$ cat config.mk
export PLATFORM = sky130hd
export DESIGN_NAME = uart_rx_edge_bit_sampler_flat
export DESIGN_NICKNAME = d
export VERILOG_FILES = /design/src/rtl/uart_rx_edge_bit_sampler_if.sv /design/src/rtl/uart_rx_edge_bit_sampler.sv /design/src/flat_wrapper.sv
export SDC_FILE = /design/constraint.sdc
export NUM_CORES = 1
export LEC_CHECK = 0
export BUFFER_PORTS_ARGS = -buffer_cell sky130_fd_sc_hd__buf_2
export CORE_MARGIN = 1.5
export CORE_UTILIZATION = 50
export CTS_CLUSTER_DIAMETER = 50
export DETAILED_ROUTE_END_ITERATION = 16
export GPL_TIMING_DRIVEN = 0
export PLACE_DENSITY = 0.74
export SYNTH_ARGS = -nofsm -noshare
export SYNTH_HDL_FRONTEND = slang
export SYNTH_SLANG_ARGS = --single-unit
$ cat constraint.sdc
create_clock -name clk -period 2.8 [get_ports clk]
set_input_delay 0.56 -clock clk [delete_from_list [all_inputs] [get_ports clk]]
set_output_delay 0.56 -clock clk [all_outputs]
set_load 0.02 [all_outputs]
$ cat src/rtl/uart_rx_edge_bit_sampler_if.sv
// Bundle between the RX FSM side (master) and the edge/bit sampler (slave).
// It carries the serial line, the control enables and the counter/sample results.
interface uart_rx_edge_bit_sampler_if #(
  parameter int PRESCALE_W = 6
);
  logic                  rx_in;
  logic [PRESCALE_W-1:0] prescale;
  logic                  par_en;
  logic                  cnt_en;
  logic                  dat_samp_en;
  logic [PRESCALE_W-1:0] edge_cnt;
  logic [3:0]            bit_cnt;
  logic                  sampled_bit;
  logic                  sample_valid;
  logic                  frame_done;

  modport master (
    output rx_in, prescale, par_en, cnt_en, dat_samp_en,
    input  edge_cnt, bit_cnt, sampled_bit, sample_valid, frame_done
  );

  modport slave (
    input  rx_in, prescale, par_en, cnt_en, dat_samp_en,
    output edge_cnt, bit_cnt, sampled_bit, sample_valid, frame_done
  );
endinterface

$ cat src/rtl/uart_rx_edge_bit_sampler.sv
// UART RX front end: synchronises the line, counts oversampling edges and frame bits,
// and majority-votes three mid-bit samples into sampled_bit once per bit period.
module uart_rx_edge_bit_sampler #(
  parameter int PRESCALE_W = 6
) (
  input logic                       clk,
  input logic                       rst,
  uart_rx_edge_bit_sampler_if.slave bus
);
  localparam logic [PRESCALE_W-1:0] P_DEF = PRESCALE_W'(8);
  localparam logic [PRESCALE_W-1:0] ONE   = PRESCALE_W'(1);

  logic                  rx_meta_q, rx_s_q;
  logic                  cnt_en_q;
  logic [PRESCALE_W-1:0] p_q, p_d;
  logic [PRESCALE_W-1:0] edge_q, edge_d;
  logic [3:0]            bit_q, bit_d;
  logic [2:0]            s_q, s_d;
  logic                  sbit_q, sbit_d;
  logic                  sv_q, sv_d;
  logic                  fd_q, fd_d;

  logic                  rise;
  logic [PRESCALE_W-1:0] p_sel, p_eff, mid;
  logic                  wrap, last_bit, samp_on;

  always_comb begin
    rise = bus.cnt_en & ~cnt_en_q;
    if (bus.prescale == PRESCALE_W'(8) || bus.prescale == PRESCALE_W'(16) ||
        bus.prescale == PRESCALE_W'(32))
      p_sel = bus.prescale;
    else
      p_sel = P_DEF;
    // The ratio is only taken on the rising edge of cnt_en, so mid-frame changes are ignored.
    p_eff    = rise ? p_sel : p_q;
    mid      = p_eff >> 1;
    wrap     = (edge_q == p_eff - ONE);
    last_bit = (bit_q == (bus.par_en ? 4'd10 : 4'd9));
    samp_on  = bus.cnt_en & bus.dat_samp_en;

    p_d    = p_eff;
    edge_d = edge_q;
    bit_d  = bit_q;
    s_d    = s_q;
    sbit_d = sbit_q;
    sv_d   = 1'b0;
    fd_d   = 1'b0;

    if (!bus.cnt_en) begin
      edge_d = '0;
      bit_d  = '0;
    end else if (wrap) begin
      edge_d = '0;
      if (last_bit) begin
        bit_d = '0;
        fd_d  = 1'b1;
      end else begin
        bit_d = bit_q + 4'd1;
      end
    end else begin
      edge_d = edge_q + ONE;
    end

    if (samp_on) begin
      if (edge_q == mid - ONE) s_d[0] = rx_s_q;
      if (edge_q == mid)       s_d[1] = rx_s_q;
      if (edge_q == mid + ONE) s_d[2] = rx_s_q;
      // Vote one edge after the last capture; bit_cnt cannot change here since mid+2 <= P-1.
      if (edge_q == mid + PRESCALE_W'(2)) begin
        sbit_d = (s_q[0] & s_q[1]) | (s_q[0] & s_q[2]) | (s_q[1] & s_q[2]);
        sv_d   = 1'b1;
      end
    end
  end

  always_ff @(posedge clk or posedge rst) begin
    if (rst) begin
      rx_meta_q <= 1'b1;
      rx_s_q    <= 1'b1;
      cnt_en_q  <= 1'b0;
      p_q       <= P_DEF;
      edge_q    <= '0;
      bit_q     <= '0;
      s_q       <= 3'b111;
      sbit_q    <= 1'b1;
      sv_q      <= 1'b0;
      fd_q      <= 1'b0;
    end else begin
      rx_meta_q <= bus.rx_in;
      rx_s_q    <= rx_meta_q;
      cnt_en_q  <= bus.cnt_en;
      p_q       <= p_d;
      edge_q    <= edge_d;
      bit_q     <= bit_d;
      s_q       <= s_d;
      sbit_q    <= sbit_d;
      sv_q      <= sv_d;
      fd_q      <= fd_d;
    end
  end

  assign bus.edge_cnt     = edge_q;
  assign bus.bit_cnt      = bit_q;
  assign bus.sampled_bit  = sbit_q;
  assign bus.sample_valid = sv_q;
  assign bus.frame_done   = fd_q;
endmodule
$ cat src/flat_wrapper.sv
// flat-port wrapper written by rule: the top's interface ports become plain ports
module uart_rx_edge_bit_sampler_flat 
#(
  parameter int PRESCALE_W = 6
)
  (clk, rst, bus_rx_in, bus_prescale, bus_par_en, bus_cnt_en, bus_dat_samp_en, bus_edge_cnt, bus_bit_cnt, bus_sampled_bit, bus_sample_valid, bus_frame_done);
  uart_rx_edge_bit_sampler_if #(.PRESCALE_W(PRESCALE_W)) bus_i ();
  input logic clk;
  input logic rst;
  input wire logic [$bits(bus_i.rx_in)-1:0] bus_rx_in;
  input wire logic [$bits(bus_i.prescale)-1:0] bus_prescale;
  input wire logic [$bits(bus_i.par_en)-1:0] bus_par_en;
  input wire logic [$bits(bus_i.cnt_en)-1:0] bus_cnt_en;
  input wire logic [$bits(bus_i.dat_samp_en)-1:0] bus_dat_samp_en;
  output wire logic [$bits(bus_i.edge_cnt)-1:0] bus_edge_cnt;
  output wire logic [$bits(bus_i.bit_cnt)-1:0] bus_bit_cnt;
  output wire logic [$bits(bus_i.sampled_bit)-1:0] bus_sampled_bit;
  output wire logic [$bits(bus_i.sample_valid)-1:0] bus_sample_valid;
  output wire logic [$bits(bus_i.frame_done)-1:0] bus_frame_done;
  assign bus_i.rx_in = bus_rx_in;
  assign bus_i.prescale = bus_prescale;
  assign bus_i.par_en = bus_par_en;
  assign bus_i.cnt_en = bus_cnt_en;
  assign bus_i.dat_samp_en = bus_dat_samp_en;
  assign bus_edge_cnt = bus_i.edge_cnt;
  assign bus_bit_cnt = bus_i.bit_cnt;
  assign bus_sampled_bit = bus_i.sampled_bit;
  assign bus_sample_valid = bus_i.sample_valid;
  assign bus_frame_done = bus_i.frame_done;
  uart_rx_edge_bit_sampler #(.PRESCALE_W(PRESCALE_W)) u_core (.clk(clk), .rst(rst), .bus(bus_i));
endmodule
; ---- After elaboration in Yosys (flattened, before gate mapping)
; Cells that the tools add are included.
[word_totals]
reg_bits = 25
out_inout_bits = 13
word_cells = 55
[classes]
add_sub_neg = 6
eq_ne = 10
muxes = 13
bitwise = 8
reduce_logical = 6
[op_table]
columns = cell, count
row1 = equality test 6 bit, 4
row2 = 2-to-1 mux 6 bit, 4
row3 = 2-to-1 mux 4 bit, 3
row4 = AND reduction 2 bit, 4
row5 = "adder 5 x 1 -> 6 bit, second input constant", 1
row6 = "adder 5 x 2 -> 6 bit, second input constant", 1
row7 = "adder 6 x 1 -> 6 bit, second input constant", 1
row8 = "equality test 6 x 4 -> 1 bit, second input constant", 1
row9 = equality test 6 x 5 -> 1 bit, 1
row10 = "equality test 6 x 5 -> 1 bit, second input constant", 1
row11 = "equality test 6 bit, second input constant", 1
row12 = "subtractor 5 x 1 -> 6 bit, second input constant", 1
row13 = "subtractor 6 x 1 -> 6 bit, second input constant", 1
row14 = bitwise AND 1 bit, 5
row15 = 2-to-1 mux 1 bit, 5
row16 = "adder 4 x 1 -> 4 bit, second input constant", 1
row17 = equality test 4 bit, 1
row18 = logical OR 1 bit, 2
row19 = 2-to-1 mux 2 bit, 1
row20 = "!= test 2 x 1 -> 1 bit, second input constant", 1
row21 = OR 1 bit, 2
row22 = inverter 1 bit, 1

; ---- Logic depth before layout (Yosys ltp)
; Gate-level depths: netlist (run 1).
[logic_depth]
depth_word = 9
mapped_depth = 12
depth_no_buf = 11

; ---- Worst setup path before layout (run 1)
; Ideal clock, no wire load.
[synth_path]
kind = input port to flip-flop
from = in bus_cnt_en
to = reg u_core.s_q[2]
setup_time_ps = 85
t_arrival_ps = 2755
path_slack_ps = -40
cell_stages = 12
cell_sequence = buf_4 nor2b_1 nand3_1 nand2_1 inv_2 ha_1 nand2_1 or4_4 nor2_2 a211oi_1 a2111oi_2 mux2_1
[synth_between]
elab_chain_cells = 5
[synth_lines]
columns = element, line
row1 = start: declaration, flat_wrapper.sv:13  ; input wire logic [$bits(bus_i.cnt_en)-1:0] bus_cnt_en;
row2 = bitwise AND 1 bit, uart_rx_edge_bit_sampler.sv:28  ; rise = bus.cnt_en & ~cnt_en_q;
row3 = 2-to-1 mux 6 bit, uart_rx_edge_bit_sampler.sv:35  ; p_eff = rise ? p_sel : p_q;
row4 = net u_core.p_d[3], uart_rx_edge_bit_sampler.sv:15  ; logic [PRESCALE_W-1:0] p_q, p_d;
row5 = adder 5 x 1 -> 6 bit, uart_rx_edge_bit_sampler.sv:67  ; if (edge_q == mid + ONE) s_d[2] = rx_s_q;
row6 = equality test 6 bit, uart_rx_edge_bit_sampler.sv:67
row7 = AND reduction 2 bit (no source line), -
row8 = end signal: assignment, uart_rx_edge_bit_sampler.sv:84  ; s_q <= 3'b111;
row9 = end signal: assignment, uart_rx_edge_bit_sampler.sv:95  ; s_q <= s_d;
row10 = end: declaration, uart_rx_edge_bit_sampler.sv:18  ; logic [2:0] s_q, s_d;
; The timed path passes the listed nets, and every way through them passes these cells.
; A chain may end at the register's enable or synchronous reset.

; ---- Worst setup path in the final report (run 1)
[layout_path]
from = reg u_core.cnt_en_q
to = reg u_core.s_q[2]
[layout_between]
elab_chain_cells = 6
[layout_lines]
columns = element, line
row1 = start: declaration, uart_rx_edge_bit_sampler.sv:14  ; logic cnt_en_q;
row2 = start signal: assignment, uart_rx_edge_bit_sampler.sv:91  ; cnt_en_q <= bus.cnt_en;
row3 = inverter 1 bit, uart_rx_edge_bit_sampler.sv:28
row4 = bitwise AND 1 bit, uart_rx_edge_bit_sampler.sv:28
row5 = 2-to-1 mux 6 bit, uart_rx_edge_bit_sampler.sv:35
row6 = net u_core.p_d[3], uart_rx_edge_bit_sampler.sv:15
row7 = adder 5 x 1 -> 6 bit, uart_rx_edge_bit_sampler.sv:67
row8 = equality test 6 bit, uart_rx_edge_bit_sampler.sv:67
row9 = AND reduction 2 bit (no source line), -
; The timed path passes the listed nets, and every way through them passes these cells.

==> summary.md, run 1 <==
| Metric | Value |
|---|---|
| Status | finished clean |
| Worst-path maximum fanout | 8 |
| Top cells by count, synth | nand2_1, dfrtp_1, xnor2_1, inv_1 |
| Critical path type | flop to flop |
| Max incr delay on CP | 0.45 ns |
| Setup Skew | 0.00914 ns |
| Congestion Overflow GR | 0 |
| Post-DR wirelength/cell | 14.5 µm |
| Die Y | ~63 µm |
| Slowest CP cell | dfrtp_1 |
| CTS Buffer Depth | 2 |
| Detail Route Antenna Nets | 0 |
| Startpoint Class | flop |
| Pwr dens | around 340 mW/mm² |
| Final setup violation count | 0 |
| Worst path arrival time | about 3.0 ns |
| Drt pass-1 iters | 5 |
| Area Growth Syn to Fin | 14.8% |
| Fmax | 0.368 GHz |
| Slew @ Worst Pin | 0.944 ns |
| Crit. End Element | flop |
| Post-DP HPWL | approximately 2.8 mm |
| Initial DRC Count | 67 |
| Netlist Area Pre-Place | 0.00182 mm² |
| Ys Warns | 0 |
| Post-Syn Instances | 194 |
| Critical path required time | 3.07 ns |
| Clock transition at path regs | approximately 0.16 ns |
| First-pass GRT wire length | 6.65 mm |
| Seq/Total Area, Yosys | a little over a third |
| Ys async rst share | 100% |
| Hold Violations, Final | 0 |
| Mean Syn Cell Area | 9.36 µm² |
| FILL cells | 320 |
| Top-count cell post-synth | nand2_1 |
| Htree depth | 1 |
| Max IR drop VDD | 328 µV |
| CP cell instances | nand2b_1 > buf_2 > nand2b_1 > nand2_4 > inv_4 > ha_4 > nand2_1 > or4_4 > nor2_2 > a211oi_1 > a2111oi_2 > mux2_1 |
| Final period utilization | 97.1% |
| Total number of vias | 1549 |
| RSZ-0062 raised after global routing | yes |
| Lkg Pwr | 0.996 nW |
| DRT Wirelength | 3.91 mm |
| CTS tree | yes |
| Vias in the first global route | roughly 1400 |
| Number of synthesized flops with an enable pin | 0 |
| Worst hold path type | input pin to flop |
| I/O pins | 25 |
| Main flop type after synthesis | dfrtp_1 |
| Register area | 634 µm² |
| Post-layout instance area | 0.00208 mm² |
| Most frequent cell on the critical path | nand2b_1 |
| Clk root buf | clkbuf_4 |
| Synth area leader | dfrtp_1 |
| Layout cells sized above 1 | 28.7% |
| Area share of the largest cell type after synthesis | 24.8% |
| GP Congestion | between 0.9 and 1 |
| Clock Latency Late Sink | roughly 0.33 ns |
| Final nets | 245 |
| Clock Sinks | 25 |
| Pins over their slew limit | 0 |
| Pre-CTS setup slack | -0.384 ns |
| Ant. Diodes | 0 |
| Vias per inst | about 5.8 |
| Initial core utilization | 53.2% |
| Die area | 0.00400 mm² |
| IO buf count | 24 |
| Tot GR Track Use | approximately a fifth |
| Total of max-cap violations | 0 |
| Hold buffer count at cts | 0 |
| Yosys cell types | 53 |
| Tmin final | 2.72 ns |
| Core area | 0.00342 mm² |
| DIE WIDTH | 63.3 µm |
| Fin worst setup slack | between 0.08 and 0.09 ns |
| Synth Net Count | 215 |
| Rows | 21 |
| Drt drc | 0 |
| Area of the multi-input gates | ~0.0011 mm² |
| Post-DP Area | roughly 0.0020 mm² |
| CTS Buf Count | 3 |
| Slew HR | a little under two fifths |
| Seq cells post-synth | 25 |
| Largest net degree at the start of global routing | 26 |
| Initial antenna violation count | 0 |
| Dominant cells by area after synthesis | dfrtp_1, dfstp_2, xnor2_1 |
| WHS | 0.298 ns |
## timing repair
action | in CTS | in global routing
setup buffers | 0 | 1
endpoints found under the setup margin | 9 | 13
gates resized for setup | 4 | 5
pin swaps | 1 | 1
## through the flow
step	cells	power (W)	util, %	TNS [ns]
2_1_floorplan	194	0.000492	-	0
3_3_place_gp	264	0.000523	58.5	-4.28
3_5_place_dp	264	0.000524	58.5	-4.52
4_1_cts	268	0.000708	59.9	0
5_1_grt	269	0.000745	61.0	-0.528
6_report	269	0.000704	61.0	0
## path summary, 6_finish.rpt
kind,from,end,slack [ns],depth (start not counted)
min in group asynchronous,rst,u_core.bus.edge_cnt[2],0.41,2
max in group asynchronous,rst,u_core.p_q[5],1.81,2
max,u_core.cnt_en_q,u_core.s_q[2],0.08,12
min reg2reg,u_core.rx_meta_q,u_core.rx_s_q,0.37,0
max reg2reg,u_core.cnt_en_q,u_core.s_q[2],0.08,12
min,bus_rx_in,u_core.rx_meta_q,0.30,1
## power by group
| group | internal (W) | switching [W] | total (W) |
|---|---|---|---|
| Combinational | 0.0000505 | 0.0000672 | 0.000118 |
| Clock | 0.0000583 | 0.000124 | 0.000182 |
| Sequential | 0.000392 | 0.0000123 | 0.000404 |
| Total | 0.000501 | 0.000204 | 0.000704 |
## registers in the layout (all words and copies together) (netlist names), 3 cells and up
signal / count
u_core.s_q: 3
u_core.bus.edge_cnt: 6
u_core.p_q: 6
u_core.bus.bit_cnt: 4
## routing by layer
layer  vias up  global-route usage, %  part of all wire, %
met3         4                   4.46                  4.2
met2        38                   34.3                   49
met1       761                   27.5                   46
li1        746                      -                    -
met5         -                      0                    0
met4         0                   5.43                  1.0
## cells in the final DEF (no fill, tap or decap), drive strengths merged, types with 2 or more instances in the layout
| cell | n |
|---|---|
| or3b | 2 |
| a21oi | 5 |
| nand2 | 22 |
| nand3 | 9 |
| dfstp | 7 |
| o211a | 2 |
| xor2 | 8 |
| and3 | 8 |
| dfrtp | 18 |
| mux2i | 3 |
| a31oi | 4 |
| mux2 | 4 |
| or3 | 2 |
| nor3 | 6 |
| o211ai | 2 |
| nand4 | 2 |
| o21ai | 7 |
| inv | 15 |
| o22ai | 2 |
| xnor2 | 14 |
| nand3b | 2 |
| nor2 | 10 |
| nand2b | 2 |
| ha | 9 |
| buf | 28 |
| nor4 | 3 |
| a2111oi | 2 |
| clkbuf | 8 |
## layout make-up
cell class / instances / share of cell area [%]
multi-input combinational: 147 / 54.9
clock inverter: 1 / 0.420
timing repair buffer: 25 / 6.12
sequential: 25 / 30.4
buffer: 8 / 1.68
clock buffer: 3 / 1.08
inverter: 14 / 2.64
tap: 46 / 2.76
## cells by family after synthesis
logic type                 synth area share, %
AOI/OAI and AO/OA                         13.4
xor gates and xnor gates                  11.0
adders and majority gates                 6.75
buffers and inverters                     4.82
DFF                                       34.9
muxes                                     4.13
and+or+nand+nor                           24.9
## worst max-delay path: cells and delay by family, from the launching register on
kind                     cells  cell delay [ns]
buffers and inverters        2             0.30
multiplexers                 1             0.36
adder cells (fa/ha/maj)      1             0.17
AO/OA/AOI/OAI                2             0.34
AND/OR/NAND/NOR              6             1.02
flip-flops                   1             0.45
Power figures use the tool's default switching activity.
==> run 2: changes to the inputs <==
Clock period 2.8 ns to 2.25 ns, I/O delays scaled along.
==> run 2 against run 1 <==
Final cell count rose by 9.3%. Sequential power rose by 25%. Sequential share of layout area fell by 5.2 points. Clock power rose by 27%. The run now ends with setup timing left. Critical endpoint is now u_core.s_q[0].
==> summary.md, run 2 (synthesis gave the netlist of run 1 again) <==
| Metric | Value |
|---|---|
| Status | finished, violations left (was finished clean) |
| Failing checks | setup timing |
| Fin worst setup slack | -0.295 ns (was 0.0823 ns) |
| Pins over their slew limit | 0 (unchanged) |
| Clock Sinks | 25 (unchanged) |
| Drt drc | 0 (unchanged) |
| Tot GR Track Use | 26.1% (was 20.7%) |
| Drt pass-1 iters | 4 (was 5) |
| Final setup violation count | 14 (was 0) |
| CTS Buffer Depth | 2 (unchanged) |
| Tmin final | 2.54 ns (was 2.72 ns) |
| Max IR drop VDD | 428 µV (was 328 µV) |
| Slew HR | 36.7% (was 37.0%) |
| Non-Filler Instances | 294 (was 269) |
| DRT Wirelength | 5.21 mm (was 3.91 mm) |
| RSZ-0062 raised after global routing | yes (unchanged) |
| Crit. End Element | flop (unchanged) |
| Worst-path maximum fanout | 6 (was 8) |
| Vias in the first global route | 1721 (was 1444) |
| Rows | 21 (unchanged) |
| Metal1 wirelength | 2.11 mm (was 1.78 mm) |
| Layout cells sized above 1 | 46.4% (was 28.7%) |
| Commonest non-fill, non-tap cell in the layout | buf_2 (unchanged) |
| Largest net degree at the start of global routing | 26 (unchanged) |
| Worst Setup SP | u_core.cnt_en_q (unchanged) |
| Met3 wirelength from detailed routing | 262 µm (was 166 µm) |
| Initial DRC Count | 94 (was 67) |
| CTS Buf Count | 3 (unchanged) |
| Post-DP HPWL | 2.94 mm (was 2.84 mm) |
| Htree depth | 1 (unchanged) |
| Worst setup endpoint | u_core.s_q[0] (was u_core.s_q[2]) |
| Hold Violations, Final | 0 (unchanged) |
| Setup Skew | 0.00315 ns (was 0.00914 ns) |
| Final nets | 270 (was 245) |
| Post-DR wirelength/cell | 17.7 µm (was 14.5 µm) |
| Worst hold path type | input pin to flop (unchanged) |
| Ant. Diodes | 0 (unchanged) |
| Clock Latency Late Sink | 0.34 ns (was 0.33 ns) |
| Critical path required time | 2.54 ns (was 3.07 ns) |
| Total of max-cap violations | 0 (unchanged) |
| DIE WIDTH | 63.3 µm (unchanged) |
| Initial antenna violation count | 0 (unchanged) |
| Pre-CTS setup slack | -0.727 ns (was -0.384 ns) |
| IO buf count | 24 (unchanged) |
| CTS tree | yes (unchanged) |
| Die area | 0.00400 mm² (unchanged) |
| R2R Path Start | u_core.cnt_en_q (unchanged) |
| Top Layer Used | met4 (unchanged) |
| Detail Route Antenna Nets | 0 (unchanged) |
| Worst Reg-to-Reg Cells | 12 (unchanged) |
| Worst reg-to-reg setup slack | -0.29 ns (was 0.08 ns) |
| Lkg Pwr | 1.18 nW (was 0.996 nW) |
| First-pass GRT wire length | 8.30 mm (was 6.65 mm) |
| Reg2Reg Capture Point | u_core.s_q[0] (was u_core.s_q[2]) |
| Fmax | 0.393 GHz (was 0.368 GHz) |
| Area Growth Syn to Fin | 38.6% (was 14.8%) |
| Vias per inst | 5.99 (was 5.76) |
| Final period utilization | 113% (was 97.1%) |
| WHS | 0.182 ns (was 0.298 ns) |
| WL met2 | 2.67 mm (was 1.92 mm) |
| Pwr dens | 368 mW/mm² (was 338 mW/mm²) |
| Slew @ Worst Pin | 0.948 ns (was 0.944 ns) |
| Congestion Overflow GR | 0 (unchanged) |
| Startpoint Class | flop (unchanged) |
| Critical path type | flop to flop (unchanged) |
| Initial core utilization | 53.2% (unchanged) |
| Core area | 0.00342 mm² (unchanged) |
| Placed cell count | 264 (unchanged) |
| GP Congestion | 0.864 (was 0.918) |
| Total number of vias | 1761 (was 1549) |
| Die Y | 63.3 µm (unchanged) |
| Commonest cells after routing, fill and taps aside | buf_2, buf_4, dfrtp_1, nand2_1, xnor2_1 (was buf_2, nand2_1, dfrtp_1, xnor2_1, inv_1) |
| Clk root buf | clkbuf_4 (unchanged) |
| Clock transition at path regs | 0.15 ns (was 0.16 ns) |
| I/O pins | 25 (unchanged) |
| Worst path arrival time | 2.84 ns (was 2.99 ns) |
run 2: what timing repair did:
item | 4_1_cts | 5_1_grt
resized for setup | 34 | 20
buffers inserted | 15 | 11
pin swaps | 14 | 14
endpoints found under the setup margin | 15 | 14
gates cloned | 1 | 0
hold buffers | 0 | 0
run 2: metrics by stage:
stage	power [W]	util [%]	cell area, µm²	setup TNS (ns)
3_5_place_dp	0.000660	60.0	2050	-8.99
3_3_place_gp	0.000655	60.0	2050	-8.62
4_1_cts	0.000913	69.3	2370	-1.02
6_report	0.000925	73.7	2520	-1.99
2_1_floorplan	0.000616	-	1870	-2.37
5_1_grt	0.000963	73.7	2520	-3.12
run 2: how the worst min path moves through the flow:
stage	startpoint	slack, ns	endpoint	cells past startpoint
3_3_place_gp	u_core.rx_meta_q	0.35	u_core.rx_s_q	0
4_1_cts	bus_rx_in	0.18	u_core.rx_meta_q	1
6_report	bus_rx_in	0.18	u_core.rx_meta_q	1
2_1_floorplan	u_core.rx_meta_q	0.35	u_core.rx_s_q	0
5_1_grt	bus_rx_in	0.16	u_core.rx_meta_q	1
3_5_place_dp	u_core.rx_meta_q	0.35	u_core.rx_s_q	0
run 2: layer usage:
metal	global-route usage, %	vias to the layer above
met5	0	-
met4	10.9	0
met3	4.64	18
met2	43.5	67
met1	33.4	874
li1	-	802
run 2: report_power, final:
part	leakage [nW]	internal (W)	switching [W]	total, W
Clock	0.0183	0.0000729	0.000159	0.000232
Combinational	0.842	0.0000848	0.000104	0.000189
Sequential	0.320	0.000488	0.0000158	0.000504
run 2: cell type report:
class	count	area [µm²]
Clock inverter	1	8.76
Inverter	14	60.1
Multi-Input combinational cell	148	1370
Fill cell	241	900
Timing Repair Buffer	50	330
Tap cell	46	57.6
Buffer	7	30.0
Clock buffer	3	22.5
Sequential cell	25	634
run 2: critical path: stages (launching register included):
cell and delay (ns):
dfrtp_1 0.42, buf_6 0.13, nor2b_4 0.13, nand3_4 0.12, nand2_8 0.12, ha_1 0.18, inv_2 0.05, a31oi_4 0.21
nand3_2 0.14, nor3_4 0.24, a31oi_1 0.11, a2111oi_2 0.25, mux2_2 0.38
